--- src/rtl/lsu.sv ---
// Load/store unit: latches one request, issues an aligned memory access, extends load data.
// Optional LSU_MISALIGNED_SPLIT_EN splits word-crossing accesses into two memory accesses.
module lsu #(
  parameter int XLEN   = 32,
  parameter int ADDR_W = 32
) (
  input  logic              clk_i,
  input  logic              reset_i,
  input  logic              flush_i,
  input  logic              req_valid_i,
  output logic              req_ready_o,
  input  logic [ADDR_W-1:0] req_addr_i,
  input  logic [XLEN-1:0]   req_wdata_i,
  input  logic              req_write_i,
  input  logic              req_signed_i,
  input  logic [4:0]        req_rd_i,
  input  logic [1:0]        req_size_i,
  output logic              mem_valid_o,
  input  logic              mem_ready_i,
  output logic [ADDR_W-1:0] mem_addr_o,
  output logic              mem_write_o,
  output logic [XLEN-1:0]   mem_wdata_o,
  output logic [XLEN/8-1:0] mem_be_o,
  input  logic              mem_rvalid_i,
  input  logic [XLEN-1:0]   mem_rdata_i,
  output logic              rsp_valid_o,
  output logic [XLEN-1:0]   rsp_data_o,
  output logic [4:0]        rsp_rd_o,
  output logic              rsp_fault_o
);

  localparam int NB    = XLEN / 8;
  localparam int OFF_W = $clog2(NB);
`ifdef LSU_MISALIGNED_SPLIT_EN
  localparam int SPAN  = 2;
`else
  localparam int SPAN  = 1;
`endif

  typedef enum logic [2:0] {
    IDLE,
    REQ,
    WAIT,
    RESP
`ifdef LSU_MISALIGNED_SPLIT_EN
    ,
    REQ2,
    WAIT2
`endif
  } state_t;

  state_t state_q, state_d, after_lo;

  logic [ADDR_W-1:0]    addr_q;
  logic [XLEN-1:0]      wdata_q;
  logic                 write_q, signed_q;
  logic                 fault_q, flushed_q;
  logic [4:0]           rd_q;
  logic [1:0]           size_q;
  logic [SPAN*XLEN-1:0] rdata_q;

  logic                 accept, hs, req_fault, hi_part;
  logic [OFF_W-1:0]     off;
  logic [7:0]           len_mask;
  logic [SPAN*NB-1:0]   be_full;
  logic [SPAN*XLEN-1:0] wd_full, rd_sh;
  logic [XLEN-1:0]      sh, tmp, ld;
  logic [6:0]           nbits, pad;

  assign req_ready_o = (state_q == IDLE) && !flush_i;
  assign accept      = req_valid_i && req_ready_o;
  assign hs          = mem_valid_o && mem_ready_i;

`ifndef LSU_MISALIGNED_SPLIT_EN
  logic [OFF_W-1:0] req_mask;
  assign req_mask = OFF_W'((4'd1 << req_size_i) - 4'd1);
`endif

  always_comb begin
    req_fault = (XLEN == 32) && (req_size_i == 2'd3);
`ifndef LSU_MISALIGNED_SPLIT_EN
    if ((req_addr_i[OFF_W-1:0] & req_mask) != '0)
      req_fault = 1'b1;
`endif
  end

  assign off = addr_q[OFF_W-1:0];

  always_comb begin
    unique case (size_q)
      2'd0:    len_mask = 8'h01;
      2'd1:    len_mask = 8'h03;
      2'd2:    len_mask = 8'h0f;
      default: len_mask = 8'hff;
    endcase
  end

  assign be_full = (SPAN*NB)'(len_mask) << off;
  assign wd_full = (SPAN*XLEN)'(wdata_q) << {off, 3'b000};

`ifdef LSU_MISALIGNED_SPLIT_EN
  assign hi_part     = (state_q == REQ2);
  assign after_lo    = (|be_full[2*NB-1:NB]) ? REQ2 : RESP;
  assign mem_valid_o = (state_q == REQ) || (state_q == REQ2);
  assign mem_be_o    = hi_part ? be_full[2*NB-1:NB] : be_full[NB-1:0];
  assign mem_wdata_o = hi_part ? wd_full[2*XLEN-1:XLEN] : wd_full[XLEN-1:0];
`else
  assign hi_part     = 1'b0;
  assign after_lo    = RESP;
  assign mem_valid_o = (state_q == REQ);
  assign mem_be_o    = be_full;
  assign mem_wdata_o = wd_full;
`endif

  assign mem_addr_o  = {addr_q[ADDR_W-1:OFF_W], {OFF_W{1'b0}}}
                     + (hi_part ? ADDR_W'(NB) : '0);
  assign mem_write_o = write_q;

  // Shift the selected bytes to the top, then back down to extend.
  assign rd_sh = rdata_q >> {off, 3'b000};
  assign sh    = rd_sh[XLEN-1:0];
  assign nbits = 7'd8 << size_q;
  assign pad   = (nbits >= 7'(XLEN)) ? 7'd0 : 7'(XLEN) - nbits;
  assign tmp   = sh << pad;

  always_comb begin
    if (signed_q) ld = $signed(tmp) >>> pad;
    else          ld = tmp >> pad;
  end

  assign rsp_valid_o = (state_q == RESP) && !flushed_q && !flush_i;
  assign rsp_fault_o = rsp_valid_o && fault_q;
  assign rsp_rd_o    = rd_q;
  assign rsp_data_o  = (rsp_valid_o && !write_q && !fault_q) ? ld : '0;

  always_comb begin
    state_d = state_q;
    unique case (state_q)
      IDLE: if (accept) state_d = req_fault ? RESP : REQ;
      REQ: begin
        if (hs)           state_d = (write_q || mem_rvalid_i) ? after_lo : WAIT;
        else if (flush_i) state_d = IDLE;
      end
      WAIT: if (mem_rvalid_i) state_d = after_lo;
`ifdef LSU_MISALIGNED_SPLIT_EN
      REQ2:  if (hs) state_d = (write_q || mem_rvalid_i) ? RESP : WAIT2;
      WAIT2: if (mem_rvalid_i) state_d = RESP;
`endif
      RESP:    state_d = IDLE;
      default: state_d = IDLE;
    endcase
  end

  always_ff @(posedge clk_i) begin
    if (reset_i) begin
      state_q   <= IDLE;
      addr_q    <= '0;
      wdata_q   <= '0;
      write_q   <= 1'b0;
      signed_q  <= 1'b0;
      fault_q   <= 1'b0;
      flushed_q <= 1'b0;
      rd_q      <= '0;
      size_q    <= '0;
      rdata_q   <= '0;
    end else begin
      state_q <= state_d;
      if (accept) begin
        addr_q    <= req_addr_i;
        wdata_q   <= req_wdata_i;
        write_q   <= req_write_i;
        signed_q  <= req_signed_i;
        fault_q   <= req_fault;
        flushed_q <= 1'b0;
        rd_q      <= req_rd_i;
        size_q    <= req_size_i;
      end else if (flush_i && state_q != IDLE) begin
        flushed_q <= 1'b1;
      end
      if (mem_rvalid_i && ((state_q == REQ && mem_ready_i) || state_q == WAIT))
        rdata_q[XLEN-1:0] <= mem_rdata_i;
`ifdef LSU_MISALIGNED_SPLIT_EN
      if (mem_rvalid_i && ((state_q == REQ2 && mem_ready_i) || state_q == WAIT2))
        rdata_q[2*XLEN-1:XLEN] <= mem_rdata_i;
`endif
    end
  end

endmodule
--- config.mk ---
export PLATFORM = sky130hd
export DESIGN_NAME = lsu
export DESIGN_NICKNAME = d
export VERILOG_FILES = /design/src/rtl/lsu.sv
export SDC_FILE = /design/constraint.sdc
export NUM_CORES = 1
export LEC_CHECK = 0
export CAP_MARGIN = 20
export CORE_ASPECT_RATIO = 1.25
export CORE_MARGIN = 2
export CORE_UTILIZATION = 39
export CTS_CLUSTER_DIAMETER = 100
export CTS_CLUSTER_SIZE = 28
export DETAILED_ROUTE_END_ITERATION = 10
export GPL_ROUTABILITY_DRIVEN = 0
export GPL_TIMING_DRIVEN = 1
export PLACE_DENSITY = 0.79
export SYNTH_ARGS = -nofsm -noshare
export SYNTH_HDL_FRONTEND = slang
export SYNTH_SLANG_ARGS = --single-unit
--- constraint.sdc ---
create_clock -name clk_i -period 7.82 [get_ports clk_i]
set_input_delay 2.346 -clock clk_i [delete_from_list [all_inputs] [get_ports clk_i]]
set_output_delay 2.346 -clock clk_i [all_outputs]
set_load 0.03 [all_outputs]
### Word-level counts from Yosys, hierarchy flattened

Cells that the tools add are included.

| cells by class | value |
|---|---|
| add/sub/neg operators | 2 |
| order comparisons | 1 |
| equal/unequal tests | 9 |
| shift operators | 8 |
| muxes and demuxes | 12 |
| bitwise operators | 1 |
| reductions and logical operators | 22 |

Operator list:

| cell | count |
|---|---|
| two-way mux 32 bit | 2 |
| << shifter 32 x 5 -> 32 bit | 1 |
| << shifter 32 x 7 -> 32 bit | 1 |
| right shift 32 x 5 -> 32 bit | 1 |
| right shift 32 x 7 -> 32 bit | 1 |
| >>> shifter 32 x 7 -> 32 bit | 1 |
| two-way mux 3 bit | 4 |
| one-hot mux 4 bit (3 select lines) | 1 |
| logical AND 1 bit | 10 |
| one-hot mux 3 bit (3 select lines) | 1 |
| >= comparator 7 x 6 -> 1 bit, second input constant | 1 |
| two-way mux 7 bit | 1 |
| << shifter 4 x 2 -> 7 bit, first input constant | 1 |
| subtractor 6 x 7 -> 7 bit, first input constant | 1 |
| equality test 3 x 2 -> 1 bit, second input constant | 2 |
| equality test 2 bit, second input constant | 2 |
| zero test 1 bit | 4 |
| != test 2 bit, second input constant | 2 |
| << shifter 4 x 2 -> 4 bit | 1 |
| equality test 3 x 1 -> 1 bit, second input constant | 1 |
| zero test 3 bit | 1 |
| != test 3 x 2 -> 1 bit, second input constant | 1 |
| AND reduction 3 bit | 1 |
| nonzero test 3 bit | 1 |
| other kinds (10) | 12 |

| storage, ports and cells | value |
|---|---|
| flip-flop bits (word level) | 110 |
| output and inout bits | 110 |
| word-level logic and storage cells | 65 |

### Depth between registers and ports, before layout

| depth | value |
|---|---|
| depth in word-level cells | 8 |
| gate-level depth with buffers | 8 |
| mapped depth without buffers | 7 |

### Least setup slack after synthesis

Ideal clock, no wire load.

| timing | value |
|---|---|
| kind | input port to output port |
| start | input port flush_i |
| end | output port rsp_data_o[0] |
| data arrival time | 3.961 ns |
| data required time | 5.474 ns |
| path slack | 1.513 ns |
| stages on the path | 5 |
| buffers on the path | 1 |
| cell sequence | inv_1 and4_1 nand2_1 buf_2 a211oi_1 |

| on the way | value |
|---|---|
| longest elaborated chain between the ends | 5 |

Ends and longest elaborated chain:

| item | RTL line | RTL |
|---|---|---|
| start, declared | 9 | `input logic flush_i,` |
| zero test 1 bit | 131 | `assign rsp_valid_o = (state_q == RESP) && !flushed_q && !flush_i;` |
| logical AND 1 bit | 131 |  |
| named net rsp_valid_o | 26 | `output logic rsp_valid_o,` |
| logical AND 1 bit (2 in a row) | 134 | `assign rsp_data_o = (rsp_valid_o && !write_q && !fault_q) ? ld : '0;` |
| two-way mux 32 bit | 134 |  |
| end, declared | 27 | `output logic [XLEN-1:0] rsp_data_o,` |

The timed path passes the listed nets, and every way through them passes these cells.

### Worst setup path after layout

| timing | value |
|---|---|
| start | input port flush_i |
| end | output port rsp_data_o[24] |

| on the way | value |
|---|---|
| longest elaborated chain between the ends | 5 |

Ends and longest elaborated chain:

| item | RTL line |
|---|---|
| zero test 1 bit | 131 |
| logical AND 1 bit | 131 |
| logical AND 1 bit (2 in a row) | 134 |
| two-way mux 32 bit | 134 |

No other way between the ends.

==> reports/qor.yml <==
status: "complete, no violations"
drc: 0
slew_headroom_pct: 45.9
placed_area_sq_um: 7610
num_vias: 5630
cp_top_family: "buffers and inverters"
required_ns: 5.47
slowest_stage: "clkdlybuf4s50_1"
fin_crit_ns: 6.93
hold_violations: 0
vias_per_cell: 5.18
leakage_nw: 2.66
die_h_um: 139
cts_resized: 0
clk_path_buf_depth: 2
synth_ff_type: "dfxtp_1"
ir_worst_vdd_uv: 121
grt_pass1_vias: 5217
postCtsHoldBufs: 0
cts_sinks: 109
fin_setup_tns_ns: 0
coreArea_sq_um: 14300
post-route-period-util_pct: 88.6
cp-start-kind: "primary input"
seq_area_frac_synth_pct: 38.7
fp.dieW_um: 112
numCtsBuffers: 9
final_cell_mix: "nand2_1, clkdlybuf4s50_1, a21oi_1"
htree_levels: 3
netlist_instances: 756
cts.clk_slew.worst_paths_ns: 0.07
synth_seq_cells: 109
wire_per_inst_um: 15.6
firstDrtPassIters: 6
layout_commonest_cell: "nand2_1"
worstPathCellList: "clkdlybuf4s50_1 -> inv_1 -> and4_1 -> nand2_1 -> buf_4 -> a311oi_1 -> clkdlybuf4s50_1"
critPathMaxFanout: 32
multi_input_area_sq_um: 2940
port_buffers: 218
avgSynthCellArea_sq_um: 7.47
power.density_nw_per_um2: 178
diodes: 0
grt_pass1_wl_um: 26900
ant_nets: 0
drt-initial-drc-count: 366
clock_skew_ns: 0.0112
seqCellArea_sq_um: 2180
max-cap-violations: 0
slew_viol_final: 0
io_pins: 221
setup_viol: 0
end_kind: "output port"
yosys_warnings: 0
min-delay-path-class: "reg2reg"
cp_data_arrival_time_ns: 4.58
cts_root_buf: "clkbuf_16"
crit_type: "in2out"
slowest_delay_ns: 0.71
totalWireLength_um: 17000
fmax_ghz: 0.144
cp_common_cell: "clkdlybuf4s50_1"
nFillCells: 1343
netlist_area_sq_um: 5640
final_util_pct: 55.6
p_total_mw: 1.41
antenna_found_initial: 1
grt_usage_pct: 21.2
critical_path_buf_inv_count: 4
overflow: 0
post_cts_buffers: 0
synthArstFlopShare_pct: 0
grt_max_degree: 69
syn2layout_area_growth_pct: 40.7
synth_edf_count: 0
clock_latency_ns: 0.34
placementRows: 49
drive_above_1_share_pct: 5.28
synth_cell_types: 47
initial_core_util_pct: 39.5
fin_area_sq_um: 7940
tightest_slew_ns: 0.808
die-area_sq_um: 15500
cts_tree: "yes"
fin_nets: 1016
rsz0062_at_grt: "false"
place_hpwl_um: 12100
path summary, 6_finish.rpt:
| path | from | endpoint | slack, ns | cells after the start |
|---|---|---|---|---|
| setup / recovery | flush_i | rsp_data_o[24] | 0.89 | 7 |
| hold / removal | wdata_q[29] | wdata_q[29] | 0.45 | 2 |
| setup reg to reg | state_q[1] | size_q[1] | 5.76 | 5 |
| hold reg to reg | wdata_q[29] | wdata_q[29] | 0.45 | 2 |
area by class of cell:
cell class	count	area share [%]
Multi-Input combinational cell	553	37.1
Clock buffer	9	2.84
Tap cell	178	2.80
Inverter	3	0.142
Sequential cell	109	27.5
Clock inverter	7	1.01
Timing Repair Buffer	228	28.6
power by group:
part           internal [mW]  switching, mW
logic                  0.144          0.179
clock network          0.253          0.219
registers              0.586         0.0296
total                  0.983          0.427
flip-flops by register name, indices dropped and copies added, names as in the netlist:
register and flops:
addr_q 32, rdata_q 32, wdata_q 32, rsp_rd_o 5
size_q 2, state_q 2, fault_q 1, flushed_q 1
mem_write_o 1, signed_q 1
worst min-delay path, delay by kind of cell, from the launching register on:
kind,cells,cell delay (ns)
AOI/OAI and AO/OA,1,0.05
and+or+nand+nor,1,0.05
DFF,1,0.31
stage by stage:
stage / instances / hold WS, ns / setup WS (ns)
after floorplan: 757 / 0.432 / 1.51
final: 1087 / 0.451 / 0.891
after global routing: 1087 / 0.470 / 0.711
after CTS: 1086 / 0.454 / 0.883
after global placement: 1070 / 0.438 / 0.916
after detailed placement: 1070 / 0.444 / 0.889
cell families after synthesis:
group,share of synthesized area [%]
adders and majority gates,0.222
buffers and inverters,9.38
AOI/OAI and AO/OA,21.7
other,0.0664
and+or+nand+nor,24.0
DFF,38.7
muxes,5.94
cells in the mapped netlist, types with 3 or more instances:
cell type / number / share of area [%]
nand2_1: 233 / 15
a21oi_1: 126 / 11
dfxtp_1: 109 / 39
buf_2: 33 / 2.9
buf_4: 33 / 4.4
mux2i_1: 32 / 5.7
nor2_1: 30 / 2.0
a211oi_1: 24 / 3.2
clkbuf_1: 24 / 1.6
nor2b_1: 20 / 2.2
and2_1: 12 / 1.3
o21ai_0: 12 / 1.1
a31oi_1: 8 / 0.89
a211oi_2: 6 / 1.3
o2bb2ai_1: 6 / 0.93
o21a_1: 4 / 0.53
and3_1: 3 / 0.33
nand2b_1: 3 / 0.33
nand3_1: 3 / 0.27
nor3b_1: 3 / 0.40
layer usage:
layer  global-route usage, %  share of wire, %  up-vias
li1                        -                 -     2805
met1                    26.1                41     2582
met2                    35.8                49      209
met3                    5.09               6.9       32
met4                    8.58               3.0        2
met5                       0             0.065        -
Power figures use the tool's default switching activity.
